--- src/rtl/microwave_cook_controller_if.sv ---
// Front-panel / display bundle between the oven controller and its surroundings.
// The master side drives buttons, keypad and door; the slave side (controller) drives the outputs.
interface microwave_cook_controller_if #(
  parameter int unsigned MIN_DIGITS = 1,
  parameter int unsigned PWR_LEVELS = 10
);
  localparam int unsigned MW = 4 * MIN_DIGITS;
  localparam int unsigned PW = $clog2(PWR_LEVELS + 1);

  logic          start_;
  logic          stop_;
  logic          clear_;
  logic          door_closed;
  logic [9:0]    keypad;
  logic          power_key;
  logic          mag_on;
  logic          done;
  logic          beep;
  logic [1:0]    state;
  logic [3:0]    sec_ones;
  logic [3:0]    sec_tens;
  logic [MW-1:0] mins;
  logic [PW-1:0] power;

  modport master (
    output start_, stop_, clear_, door_closed, keypad, power_key,
    input  mag_on, done, beep, state, sec_ones, sec_tens, mins, power
  );

  modport slave (
    input  start_, stop_, clear_, door_closed, keypad, power_key,
    output mag_on, done, beep, state, sec_ones, sec_tens, mins, power
  );
endinterface

--- src/rtl/microwave_cook_controller.sv ---
// Oven controller: keypad BCD time entry, MM:SS countdown, duty-cycled magnetron, pause/resume.
// Define DONE_BEEP_EN to build the timed done beeper; otherwise beep is tied low.
module microwave_cook_controller #(
  parameter int unsigned MIN_DIGITS  = 1,
  parameter int unsigned CLK_PER_SEC = 100,
  parameter int unsigned PWR_LEVELS  = 10,
  parameter int unsigned BEEP_SECS   = 3
) (
  input logic                        clock,
  input logic                        reset,
  microwave_cook_controller_if.slave bus
);
  localparam int unsigned MW   = 4 * MIN_DIGITS;
  localparam int unsigned PW   = $clog2(PWR_LEVELS + 1);
  localparam int unsigned SW   = (CLK_PER_SEC > 1) ? $clog2(CLK_PER_SEC) : 1;
  localparam int unsigned STEP = CLK_PER_SEC / PWR_LEVELS;

  localparam logic [1:0] S_IDLE  = 2'd0;
  localparam logic [1:0] S_COOK  = 2'd1;
  localparam logic [1:0] S_PAUSE = 2'd2;
  localparam logic [1:0] S_DONE  = 2'd3;

  localparam logic [PW-1:0] PWR_MAX   = PW'(PWR_LEVELS);
  localparam logic [SW-1:0] PRESC_MAX = SW'(CLK_PER_SEC - 1);

  logic [1:0]    state_q, state_d;
  logic [3:0]    ones_q, ones_d, tens_q, tens_d;
  logic [MW-1:0] mins_q, mins_d;
  logic [PW-1:0] power_q, power_d;
  logic [SW-1:0] presc_q, presc_d;
  logic          done_q, done_d;
  logic [3:0]    btn_s_q, btn_p_q;
  logic [9:0]    kp_s_q, kp_p_q;

  logic          start_ev, stop_ev, clear_ev, pwr_ev, key_ev, kp_any_ev;
  logic [3:0]    key_digit_c;
  logic [3:0]    dec_ones_c, dec_tens_c;
  logic [MW-1:0] dec_mins_c;
  logic          dec_borrow_c, dec_zero_c, time_zero_c;

  // Press edges: sample stage then previous stage; act on the cycle after the press is sampled
  assign start_ev  = btn_s_q[0] & ~btn_p_q[0];
  assign stop_ev   = btn_s_q[1] & ~btn_p_q[1];
  assign clear_ev  = btn_s_q[2] & ~btn_p_q[2];
  assign pwr_ev    = btn_s_q[3] & ~btn_p_q[3];
  assign key_ev    = $onehot(kp_s_q) && (kp_p_q == 10'd0);
  assign kp_any_ev = (kp_s_q != 10'd0) && (kp_p_q == 10'd0);

  assign time_zero_c = (ones_q == 4'd0) && (tens_q == 4'd0) && (mins_q == '0);

  always_comb begin
    key_digit_c = 4'd0;
    for (int k = 0; k < 10; k++) begin
      if (kp_s_q[k]) key_digit_c = 4'(k);
    end
  end

  // One-second BCD decrement with borrow chain through seconds and minute digits
  always_comb begin
    dec_ones_c   = ones_q - 4'd1;
    dec_tens_c   = tens_q;
    dec_mins_c   = mins_q;
    dec_borrow_c = 1'b0;
    if (ones_q == 4'd0) begin
      dec_ones_c = 4'd9;
      if (tens_q == 4'd0) begin
        dec_tens_c   = 4'd5;
        dec_borrow_c = 1'b1;
      end else begin
        dec_tens_c = tens_q - 4'd1;
      end
    end
    for (int i = 0; i < int'(MIN_DIGITS); i++) begin
      if (dec_borrow_c) begin
        if (mins_q[4*i +: 4] == 4'd0) begin
          dec_mins_c[4*i +: 4] = 4'd9;
        end else begin
          dec_mins_c[4*i +: 4] = mins_q[4*i +: 4] - 4'd1;
          dec_borrow_c         = 1'b0;
        end
      end
    end
    dec_zero_c = (dec_ones_c == 4'd0) && (dec_tens_c == 4'd0) && (dec_mins_c == '0);
  end

  always_comb begin
    state_d = state_q;
    ones_d  = ones_q;
    tens_d  = tens_q;
    mins_d  = mins_q;
    power_d = power_q;
    presc_d = presc_q;
    done_d  = done_q;
    if (clear_ev) begin
      state_d = S_IDLE;
      ones_d  = 4'd0;
      tens_d  = 4'd0;
      mins_d  = '0;
      power_d = PWR_MAX;
      presc_d = '0;
      done_d  = 1'b0;
    end else begin
      case (state_q)
        S_IDLE: begin
          if (!stop_ev) begin
            if (start_ev) begin
              if (bus.door_closed) begin
                state_d = S_COOK;
                presc_d = '0;
                if (time_zero_c) tens_d = 4'd3;
              end
            end else if (key_ev) begin
              ones_d = key_digit_c;
              tens_d = ones_q;
              mins_d = MW'({mins_q, tens_q});
            end else if (pwr_ev) begin
              power_d = (power_q == PW'(1)) ? PWR_MAX : power_q - 1'b1;
            end
          end
        end
        S_COOK: begin
          // Prescaler freezes while the door is open so on-time is never lost
          if (!bus.door_closed || stop_ev) begin
            state_d = S_PAUSE;
          end else if (presc_q == PRESC_MAX) begin
            presc_d = '0;
            ones_d  = dec_ones_c;
            tens_d  = dec_tens_c;
            mins_d  = dec_mins_c;
            if (dec_zero_c) begin
              state_d = S_DONE;
              done_d  = 1'b1;
            end
          end else begin
            presc_d = presc_q + 1'b1;
          end
        end
        S_PAUSE: begin
          if (stop_ev) begin
            state_d = S_IDLE;
            ones_d  = 4'd0;
            tens_d  = 4'd0;
            mins_d  = '0;
            power_d = PWR_MAX;
            presc_d = '0;
          end else if (start_ev && bus.door_closed) begin
            state_d = S_COOK;
          end
        end
        default: begin
          if (!bus.door_closed || stop_ev || start_ev || kp_any_ev) begin
            state_d = S_IDLE;
            ones_d  = 4'd0;
            tens_d  = 4'd0;
            mins_d  = '0;
            presc_d = '0;
            done_d  = 1'b0;
          end
        end
      endcase
    end
  end

  always_ff @(posedge clock) begin
    if (reset) begin
      state_q <= S_IDLE;
      ones_q  <= 4'd0;
      tens_q  <= 4'd0;
      mins_q  <= '0;
      power_q <= PWR_MAX;
      presc_q <= '0;
      done_q  <= 1'b0;
      btn_s_q <= 4'd0;
      btn_p_q <= 4'd0;
      kp_s_q  <= 10'd0;
      kp_p_q  <= 10'd0;
    end else begin
      state_q <= state_d;
      ones_q  <= ones_d;
      tens_q  <= tens_d;
      mins_q  <= mins_d;
      power_q <= power_d;
      presc_q <= presc_d;
      done_q  <= done_d;
      btn_s_q <= {bus.power_key, ~bus.clear_, ~bus.stop_, ~bus.start_};
      btn_p_q <= btn_s_q;
      kp_s_q  <= bus.keypad;
      kp_p_q  <= kp_s_q;
    end
  end

`ifdef DONE_BEEP_EN
  localparam int unsigned BEEP_CYC = BEEP_SECS * CLK_PER_SEC;
  localparam int unsigned BW       = $clog2(BEEP_CYC + 1);

  logic          beep_q, beep_d;
  logic [BW-1:0] bcnt_q, bcnt_d;

  // Beep starts on DONE entry and stops after BEEP_CYC cycles or on leaving DONE
  always_comb begin
    beep_d = 1'b0;
    bcnt_d = '0;
    if (state_d == S_DONE) begin
      if (state_q != S_DONE) begin
        beep_d = 1'b1;
      end else if (beep_q && (bcnt_q != BW'(BEEP_CYC - 1))) begin
        beep_d = 1'b1;
        bcnt_d = bcnt_q + 1'b1;
      end
    end
  end

  always_ff @(posedge clock) begin
    if (reset) begin
      beep_q <= 1'b0;
      bcnt_q <= '0;
    end else begin
      beep_q <= beep_d;
      bcnt_q <= bcnt_d;
    end
  end

  assign bus.beep = beep_q;
`else
  assign bus.beep = 1'b0;
`endif

  // Door term is combinational so the magnetron drops the instant the door opens
  assign bus.mag_on   = (state_q == S_COOK) && (32'(presc_q) < 32'(power_q) * STEP) && bus.door_closed;
  assign bus.done     = done_q;
  assign bus.state    = state_q;
  assign bus.sec_ones = ones_q;
  assign bus.sec_tens = tens_q;
  assign bus.mins     = mins_q;
  assign bus.power    = power_q;
endmodule
--- src/flat_wrapper.sv ---
// flat-port wrapper written by rule: the top's interface ports become plain ports
module microwave_cook_controller_flat 
#(
  parameter int unsigned MIN_DIGITS  = 1,
  parameter int unsigned CLK_PER_SEC = 100,
  parameter int unsigned PWR_LEVELS  = 10,
  parameter int unsigned BEEP_SECS   = 3
)
  (clock, reset, bus_start_, bus_stop_, bus_clear_, bus_door_closed, bus_keypad, bus_power_key, bus_mag_on, bus_done, bus_beep, bus_state, bus_sec_ones, bus_sec_tens, bus_mins, bus_power);
  microwave_cook_controller_if #(.MIN_DIGITS(MIN_DIGITS), .PWR_LEVELS(PWR_LEVELS)) bus_i ();
  input logic clock;
  input logic reset;
  input wire logic [$bits(bus_i.start_)-1:0] bus_start_;
  input wire logic [$bits(bus_i.stop_)-1:0] bus_stop_;
  input wire logic [$bits(bus_i.clear_)-1:0] bus_clear_;
  input wire logic [$bits(bus_i.door_closed)-1:0] bus_door_closed;
  input wire logic [$bits(bus_i.keypad)-1:0] bus_keypad;
  input wire logic [$bits(bus_i.power_key)-1:0] bus_power_key;
  output wire logic [$bits(bus_i.mag_on)-1:0] bus_mag_on;
  output wire logic [$bits(bus_i.done)-1:0] bus_done;
  output wire logic [$bits(bus_i.beep)-1:0] bus_beep;
  output wire logic [$bits(bus_i.state)-1:0] bus_state;
  output wire logic [$bits(bus_i.sec_ones)-1:0] bus_sec_ones;
  output wire logic [$bits(bus_i.sec_tens)-1:0] bus_sec_tens;
  output wire logic [$bits(bus_i.mins)-1:0] bus_mins;
  output wire logic [$bits(bus_i.power)-1:0] bus_power;
  assign bus_i.start_ = bus_start_;
  assign bus_i.stop_ = bus_stop_;
  assign bus_i.clear_ = bus_clear_;
  assign bus_i.door_closed = bus_door_closed;
  assign bus_i.keypad = bus_keypad;
  assign bus_i.power_key = bus_power_key;
  assign bus_mag_on = bus_i.mag_on;
  assign bus_done = bus_i.done;
  assign bus_beep = bus_i.beep;
  assign bus_state = bus_i.state;
  assign bus_sec_ones = bus_i.sec_ones;
  assign bus_sec_tens = bus_i.sec_tens;
  assign bus_mins = bus_i.mins;
  assign bus_power = bus_i.power;
  microwave_cook_controller #(.MIN_DIGITS(MIN_DIGITS), .CLK_PER_SEC(CLK_PER_SEC), .PWR_LEVELS(PWR_LEVELS), .BEEP_SECS(BEEP_SECS)) u_core (.clock(clock), .reset(reset), .bus(bus_i));
endmodule
--- config.mk ---
export PLATFORM = sky130hd
export DESIGN_NAME = microwave_cook_controller_flat
export DESIGN_NICKNAME = d
export VERILOG_FILES = /design/src/rtl/microwave_cook_controller_if.sv /design/src/rtl/microwave_cook_controller.sv /design/src/flat_wrapper.sv
export SDC_FILE = /design/constraint.sdc
export NUM_CORES = 1
export LEC_CHECK = 0
export CAP_MARGIN = 10
export CORE_MARGIN = 4
export CORE_UTILIZATION = 35
export DETAILED_ROUTE_END_ITERATION = 16
export PLACE_DENSITY = 0.64
export SETUP_SLACK_MARGIN = 0.5
export SLEW_MARGIN = 20
export SYNTH_ARGS = -nofsm -noshare
export SYNTH_HDL_FRONTEND = slang
export SYNTH_SLANG_ARGS = --single-unit
--- constraint.sdc ---
create_clock -name clock -period 4.94 [get_ports clock]
set_input_delay 0.494 -clock clock [delete_from_list [all_inputs] [get_ports clock]]
set_output_delay 0.494 -clock clock [all_outputs]
set_load 0.01 [all_outputs]
==> results of run 1 <==
==> cells in the final DEF, fill, tap and decap left out, drive strengths merged, types with 3 or more instances in the layout <==
master and count:
o31ai 4, nor4 11, nand2 31, clkinv 3, nor3 8, inv 30, clkdlybuf4s50 36, o211ai 8
nor2 43, a31oi 8, nand2b 4, ha 26, o311ai 4, nor2b 20, o21ai 24, and3 5
buf 4, fa 7, a21oi 14, a21o 3, dfxtp 54, clkbuf 6, nand3 17
==> power groups by stage <==
stage / Sequential [W] / Combinational, W / Clock, W
after floorplan: 0.000471 / 0.000160 / 0
after global placement: 0.000473 / 0.000208 / 0
after detailed placement: 0.000474 / 0.000213 / 0
after CTS: 0.000464 / 0.000213 / 0.000277
after global routing: 0.000466 / 0.000238 / 0.000292
final: 0.000464 / 0.000212 / 0.000269
==> registers in the layout, summed over array words and instances (netlist names) <==
signal	flops
u_core.btn_s_q	4
u_core.btn_p_q	4
u_core.kp_p_q	10
u_core.bus.sec_ones	4
u_core.kp_s_q	10
u_core.bus.done	1
u_core.bus.power	4
u_core.bus.state	2
u_core.bus.sec_tens	4
u_core.presc_q	7
u_core.bus.mins	4
==> metrics by stage <==
| step | hold slack (ns) | utilization |
|---|---|---|
| after floorplan | 0.4343 | - |
| final | 0.4675 | 0.4193 |
| after global placement | 0.4487 | 0.4085 |
| after global routing | 0.4988 | 0.4193 |
| after detailed placement | 0.4564 | 0.4085 |
| after CTS | 0.4711 | 0.4193 |
==> worst max-delay path by stage <==
stage                      from                     end  slack, ns
2_1_floorplan  u_core.kp_s_q[2]  u_core.bus.sec_ones[0]       1.14
5_1_grt        u_core.kp_s_q[0]  u_core.bus.sec_ones[3]       0.69
4_1_cts        u_core.kp_s_q[2]  u_core.bus.sec_ones[2]       0.96
3_3_place_gp   u_core.kp_s_q[1]  u_core.bus.sec_ones[2]       1.07
6_report       u_core.kp_s_q[2]  u_core.bus.sec_ones[2]       0.96
3_5_place_dp   u_core.kp_s_q[2]  u_core.bus.sec_ones[2]       0.96
==> kinds of logic after synthesis <==
logic type                 count (synthesis)
other                                      1
buffers and inverters                     47
DFF                                       54
AOI/OAI and AO/OA                         87
muxes                                      2
xor gates and xnor gates                   2
and+or+nand+nor                          157
adders and majority gates                 33
==> worst min-delay path, stage by stage, from the launching register on <==
cell and delay [ns]:
dfxtp_1 0.32, inv_1 0.07, nor2_1 0.04
==> final cells by class <==
| type | instances | area, um^2 |
|---|---|---|
| Clock buffer | 6 | 82.58 |
| Clock inverter | 2 | 17.52 |
| Fill cell | 953 | 5391 |
| Inverter | 31 | 116.4 |
| Multi-Input combinational cell | 282 | 2043 |
| Sequential cell | 54 | 1081 |
| Tap cell | 129 | 161.4 |
| Timing Repair Buffer | 40 | 390.4 |
==> routing by layer <==
metal / up-vias / track usage
li1: 1416 / -
met1: 1274 / 0.1805
met2: 70 / 0.2318
met3: 9 / 0.03339
met4: 0 / 0.03700
met5: - / 0
==> results.md, run 1 <==
- The flow ran to the end, and the final reports show no timing, DRC or antenna violations.
- The worst slew slack as a fraction of its limit is 0.4274.
- Setup repair after global routing left no endpoint under its margin.
- Counting distinct cell types in the post-synthesis netlist gives 74.
- Wires add up to 7.385 mm.
- CTS saw 54 sinks.
- The number of antenna violations at the first check in global routing is 0.
- Relative to the synthesized area, the layout overhead comes to 15.82%.
- During synthesis, Yosys emitted a total of 0 warnings.
- For this run, the slowest stage of the critical path takes 0.53 ns.
- The power share of the sequential group is 0.491.
- The highest fanout seen on the critical path is 16.
- The number of buffers and inverters on the critical path is 5.
- The first-pass iteration count of the detailed router is 4.
- The starting density of the core is 0.3620.
- After floorplanning, the core was sized to cover 9284 um^2.
- The destination of the worst hold path is u_core.kp_p_q[0].
- After detailed placement, the total cell area comes to 3792 um^2.
- The worst setup path is launched from a flip-flop.
- The worst register-to-register path ends at u_core.bus.sec_ones[2].
- Of the total synthesized cell area, the portion taken by XOR and XNOR cells is 0.005212.
- The fraction of layout instances using a drive strength above 1 is 0.1084.
- The count of endpoints failing hold in the final timing report came to 0.
- The total DRC errors in the routed layout is 0.
- The H-tree was split into 2 levels.
- Entering global routing, the biggest net connects 31 pins.
- 38 I/O pins were placed.
- The final max-slew violation count is 0.
- The number of max-capacitance violations reported is 0.
- The family with the most delay on the worst path is adder cells.
- The area fraction in compound gates after synthesis is 0.1884.
- The synthesized area per cell is 8.775 um^2.
- Signal routing reaches up to met4.
- Of the total power, the share spent switching nets is 0.3036.
- Of the total power, the clock network draws 0.285.
- The most repeated cell in the gate-level netlist after synthesis is dfxtp_1.
- The total instance count after detailed placement is 536.
- The startpoint-to-endpoint class of the critical path is flip-flop to flip-flop.
- The number of antenna diodes in the final layout is 0.
- STA puts the critical path data arrival time at 4.19 ns.
- Across the routed clock network, the largest skew measured is 0.003778 ns.
- The clock tree from TritonCTS is done.
- The number of nets in the layout is 464.
- The accumulated negative setup slack is 0 ns.
- The antenna violation net count after detailed routing is 0.
- IR analysis of the VDD net gives a maximum drop of 113.2 uV.
- The commonest cells after synthesis are 54 x dfxtp_1, 43 x nor2_1, 31 x nand2_1.
- The quantity of hold-fixing buffers added after cts is 0.
- Walking the worst path, the cells encountered are inv_1 > ha_1 > inv_1 > fa_1 > fa_1 > inv_1 > fa_1 > inv_1 > fa_1 > nor4bb_2 > nand3_1 > a2111oi_4 > o311ai_2 > buf_4 > o211ai_1 > o31ai_1.
- After detailed routing, the wire length on met1 is 3.431 mm.
- For the pin with the worst max-slew slack, the measured transition is 0.8577 ns.
- The maximum operating frequency is 0.2514 GHz.
- The via count of the first global-routing pass was 2754.
- Ranked by total cell area, the synthesized netlist is headed by dfxtp_1 32%, ha_1 9.7%, nor2_1 4.8%.
- The critical hold path startpoint is u_core.kp_s_q[0].
- The post-CTS setup-driven buffer insertion count is 0.
- Summed over all cells, the static leakage comes to 1.508 nW.
- The number of failing setup endpoints in the final timing report is 0.
- The routed layout has 2769 vias.
- The global routing usage summed across all routing layers is 0.1392.
- The highest-delay cell along the critical path is fa_1.
- The library cell used as clock root buffer is clkbuf_8.
- The critical path endpoint category is a flip-flop.
- The slack of the worst reg-to-reg path is 0.96 ns.
- The shortest clock period the worst path allows after layout is 3.978 ns.
- In the synthesized netlist, the number of instances is 383.
- The number of DRC markers in iteration 0 is 90.
- The worst hold path belongs to the class flip-flop to flip-flop.
- Of all flip-flops after synthesis, the portion carrying an async set or reset was 0.
- The later pin in the worst-skew pair is clocked with a latency of 0.32 ns.
- STA puts the critical path data required time at 5.15 ns.
- The logic depth of the worst setup path including buffers is 16.
- Dividing the detail-routed via count by the number of cells gives 5.090.
- The final HPWL from detailed placement is 5.674 mm.
- The finished cells cover 3892 um^2.
- The first global-routing pass estimated 13.03 mm of wire.
- The mapped cell area is 3361 um^2.
- The number of gates resized after CTS is 0.
- The post-synthesis mux area share is 0.005957.
- The register clock-pin slew on the reported worst setup and hold paths is 0.10 ns.
- The part of the power in combinational logic is 0.224.
- The power dissipated by switching net loads is 0.0002867 W.
- Of the total synthesized cell area, the portion taken by full adders, half adders and majority gates is 0.1385.
- Across all setup checks in the final design, the least slack found is 0.9621 ns.
- The combinational family with the most area after synthesis is simple AND/OR/NAND/NOR gates.
- TritonCTS created 5 clock buffers.
- Dividing the final minimum period by the clock period gives 0.8053.
- At the end of routability-driven placement, the weighted congestion stood at 0.8054.
- The horizontal die dimension is 106.0 um.
- Dividing total power by cell area gives a power density of 242.6 nW/um^2.
- The largest total area in the synthesized netlist belongs to dfxtp_1.
- Counting instances, the worst hold path has a depth of 2.
- Internal power comes to 0.0006576 W.
- The worst register-to-register path begins at u_core.kp_s_q[2].
- The number of synthesized flops with an enable pin is 0.
- The wire length on met2 is 3.445 mm.
- The sequential area share after synthesis is 0.3217.
- Detailed routing placed a total of 428 um of wire on met3.
- The count of state elements after synthesis is 54.
- The simple-gate share of the synthesized area is 0.2688.
- The setup slack after placement is 0.9550 ns.
- After floorplanning, the core was divided into 35 placement rows.
- The non-filler instance count after layout is 544.
- The die is 106.0 um tall.
- After global routing the overflow that remains totals 0.
- The cell count of the worst reg-to-reg path is 16.
- The main flop type after synthesis is dfxtp_1.
- The clock passes through at most 2 buffers.
- The area of the die is 11230 um^2.
- In the final routed layout, each cell accounts on average for 13.58 um.
- The number of nets handed over by synthesis was 433.
- Of the post-synthesis cell area, the dominant cell type holds 0.3217.
- The number of I/O port buffers is 36.
- The design draws 0.0009443 W.
(Power assumes the default switching activity.)
==> run 2, diff against run 1 <==
==> constraint.sdc (replaced) <==
create_clock -name clock -period 4.2 [get_ports clock]
set_input_delay 0.42 -clock clock [delete_from_list [all_inputs] [get_ports clock]]
set_output_delay 0.42 -clock clock [all_outputs]
set_load 0.01 [all_outputs]
==> results.md, run 2 (synthesized netlist as in run 1, its figures left out) <==
- The run finished with clean final reports.
- The transition time of the tightest slew-check pin is 1.025 ns (+0.1671 ns).
- The maximum number of pins on one net before global-route repair is 31 (unchanged).
- The library cell used as clock root buffer is clkbuf_8.
- The fraction of the cycle the final worst path needs is 0.9232 (+0.1180).
- The worst clock skew came to 0.004605 ns (+0.0008273 ns).
- The fraction of layout instances using a drive strength above 1 is 0.1891 (+0.08069).
- The count of clock tree sinks is 54 (unchanged).
- The type of the worst min-delay path is flip-flop to flip-flop.
- The power per cell area is 286.7 nW/um^2 (+18%).
- The met3 routed wirelength came to 395 um (-7.7%).
- The number of antenna violations at the first check in global routing is 0 (unchanged).
- The highest fanout seen on the critical path is 4 (-12).
- In the final layout, the registers with the most flip-flops are u_core.kp_p_q: 10 flops, u_core.kp_s_q: 10 flops, u_core.presc_q: 7 flops.
- The power consumption is 0.001170 W (+24%).
- The library cells used most frequently in the layout, excluding fill and tap cells, are 48 x dfxtp_1, 43 x nor2_1, 36 x clkdlybuf4s50_1.
- The horizontal die dimension is 106.0 um (unchanged).
- The area growth from synthesis to layout is 21.48%.
- The most common library cell in the layout ignoring fill and taps is dfxtp_1.
- The part of the power in combinational logic is 0.239 (+0.015).
- Setup repair after global routing could not meet its margin everywhere.
- The internal power of the cells is 0.0008302 W (+26%).
- The register clock-pin slew on the reported worst setup and hold paths came to 0.09 ns (about the same).
- The power share of the sequential group was 0.467 (-0.024).
- The final HPWL from detailed placement is 5.788 mm (+2.0%).
- The count of filler cells inserted in the layout came to 927 (-2.7%).
- The shortest clock period the worst path allows after layout is 3.878 ns (-0.1003 ns).
- The met1 wire length is 3.566 mm (+3.9%).
- The total number of H-tree levels was 2 (unchanged).
- The part of the power in the clock network is 0.294 (+0.009).
- The starting density of the core is 0.3620 (unchanged).
- The sort of element at the start of the critical path is a flip-flop.
- The core box area is 9284 um^2 (unchanged).
- The worst IR drop on VDD is 145.1 uV (+28%).
- The number of buffers inserted during clock tree synthesis is 5 (unchanged).
- The quantity of hold-fixing buffers added after cts is 0 (unchanged).
- The total DRC errors in the routed layout is 0 (unchanged).
- The first-pass iteration count of the detailed router is 4 (unchanged).
- The data arrival time at the worst-slack endpoint came to 4.07 ns (-0.12 ns).
- The routed via count is 2874 (+3.8%).
- The global routing usage summed across all routing layers was 0.1383 (-0.0009140).
- The area of the die was 11230 um^2 (unchanged).
- The antenna violation net count after detailed routing is 0 (unchanged).
- The global-route wire length before repair was 12.99 mm (-0.32%).
- The via count of the first global-routing pass was 2831 (+2.8%).
- The accumulated negative setup slack is 0 ns (unchanged).
- STA classifies the critical path endpoint as a flip-flop.
- The switching share of power is 0.2907 (-0.01294).
- The total routed wirelength is 7.829 mm (+6.0%).
- The maximum count of clock buffers along a single path is 2 (unchanged).
- The I/O pin total is 38 (unchanged).
- The wire length on met2 is 3.684 mm (+6.9%).
- The maximum operating frequency is 0.2579 GHz (+2.6%).
- The last weighted congestion value of the routability-driven placer is 0.8381 (+4.1%).
- The worst slew slack as a fraction of its limit is 0.3158 (-0.1116).
- The number of I/O port buffers is 36 (unchanged).
- The mean number of vias per cell is 5.207 (+2.3%).
- The aggregate global routing overflow is 0 (unchanged).
- The count of antenna diodes in the layout is 0 (unchanged).
- The final max-slew violation count is 0 (unchanged).
- The clock latency on the worst-skew pair came to 0.31 ns (about the same).
- The number of DRC markers in iteration 0 came to 162 (+80%).
- The height of the chip is 106.0 um (unchanged).
- The power dissipated by switching net loads is 0.0003403 W (+19%).
- The count of standard-cell rows is 35 (unchanged).
- The clock tree from TritonCTS is done.
- The average wire per standard cell came to 14.18 um (+4.5%).
- The number of failing setup endpoints in the final timing report is 0 (unchanged).
- The required time of the critical path is 4.39 ns (-0.76 ns).
- The static leakage power was 1.569 nW (+4.0%).
- The count of endpoints failing hold in the final timing report came to 0 (unchanged).
- The top metal layer carrying routed signals is met4.
- The startpoint-to-endpoint class of the critical path is flip-flop to flip-flop.
- The number of max-capacitance violations reported is 0 (unchanged).
- The number of nets in the layout is 473 (+1.9%).
run 2: changes by cell type in the layout (fill, tap and decap cells not counted), moves of 4 or more:
cell	before	now
nand3_1	15	11
dfxtp_1	54	48
inv_2	0	8
buf_4	4	11
inv_1	30	22
nand3_2	2	6
dfxtp_2	0	6
run 2: power by group through the flow:
stage,combinational [W],clock (W),sequential (W)
global route,0.000311,0.000369,0.000549
CTS,0.000269,0.000351,0.000546
floorplan,0.000193,0,0.000554
detailed placement,0.000256,0,0.000557
global placement,0.000246,0,0.000557
finish,0.000279,0.000345,0.000546
run 2: final cells by class:
type | count | area, um^2 | share of cell area
Multi-Input combinational cell | 283 | 2155 | 0.5277
Sequential cell | 54 | 1089 | 0.2666
Timing Repair Buffer | 48 | 454.2 | 0.1112
Tap cell | 129 | 161.4 | 0.03953
Inverter | 31 | 116.4 | 0.02850
Clock buffer | 5 | 68.82 | 0.01686
Clock inverter | 2 | 38.79 | 0.009500
run 2: metal layers:
layer	track usage	up-vias
met5	0	-
met4	0.04718	0
met3	0.02611	21
met2	0.2336	89
met1	0.1767	1334
li1	-	1430
run 2: timing repair:
item                                    CTS  global route
setup buffers                             6             2
gates resized for setup                  17            11
pin swaps                                 9             7
cloned                                    1             0
endpoints found under the setup margin   15            16
run 2: final timing paths:
| path | startpoint | end | slack, ns | cells after the start |
|---|---|---|---|---|
| setup / recovery | u_core.kp_s_q[1] | u_core.bus.sec_ones[1] | 0.32 | 16 |
| hold / removal | u_core.kp_s_q[0] | u_core.kp_p_q[0] | 0.48 | 2 |
| setup reg to reg | u_core.kp_s_q[1] | u_core.bus.sec_ones[1] | 0.32 | 16 |
| hold reg to reg | u_core.kp_s_q[0] | u_core.kp_p_q[0] | 0.48 | 2 |
run 2: worst max-delay path: stages, from the launching register on:
cell       delay (ns)
dfxtp_2          0.34
inv_2            0.05
ha_4             0.25
inv_2            0.03
fa_1             0.54
fa_1             0.42
inv_2            0.07
fa_2             0.21
inv_2            0.04
fa_2             0.37
nor4bb_2         0.27
nand3_1          0.15
a2111oi_4        0.46
buf_4            0.20
o311ai_4         0.11
a21oi_2          0.17
o32ai_1          0.08
run 2: per-stage QoR:
step | instance area, um^2 | setup WS (ns) | utilization | hold slack (ns) | std cells
4_1_cts | 4033 | 0.3128 | 0.4344 | 0.4788 | 550
2_1_floorplan | 3377 | 0.5113 | - | 0.4343 | 383
5_1_grt | 4083 | 0.1378 | 0.4398 | 0.5015 | 552
6_report | 4083 | 0.3224 | 0.4398 | 0.4780 | 552
3_5_place_dp | 3809 | 0.1905 | 0.4102 | 0.4550 | 536
3_3_place_gp | 3809 | 0.3227 | 0.4102 | 0.4497 | 536
==> run 3, diff against run 2 <==
--- a/config.mk
+++ b/config.mk
@@ -11,7 +11,7 @@
 export DETAILED_ROUTE_END_ITERATION = 16
 export PLACE_DENSITY = 0.64
 export SETUP_SLACK_MARGIN = 0.5
-export SLEW_MARGIN = 20
+export SLEW_MARGIN = 25
 export SYNTH_ARGS = -nofsm -noshare
 export SYNTH_HDL_FRONTEND = slang
 export SYNTH_SLANG_ARGS = --single-unit
==> results of run 3 <==
The final DEF is identical to that of run 2; final timing and power are the same.
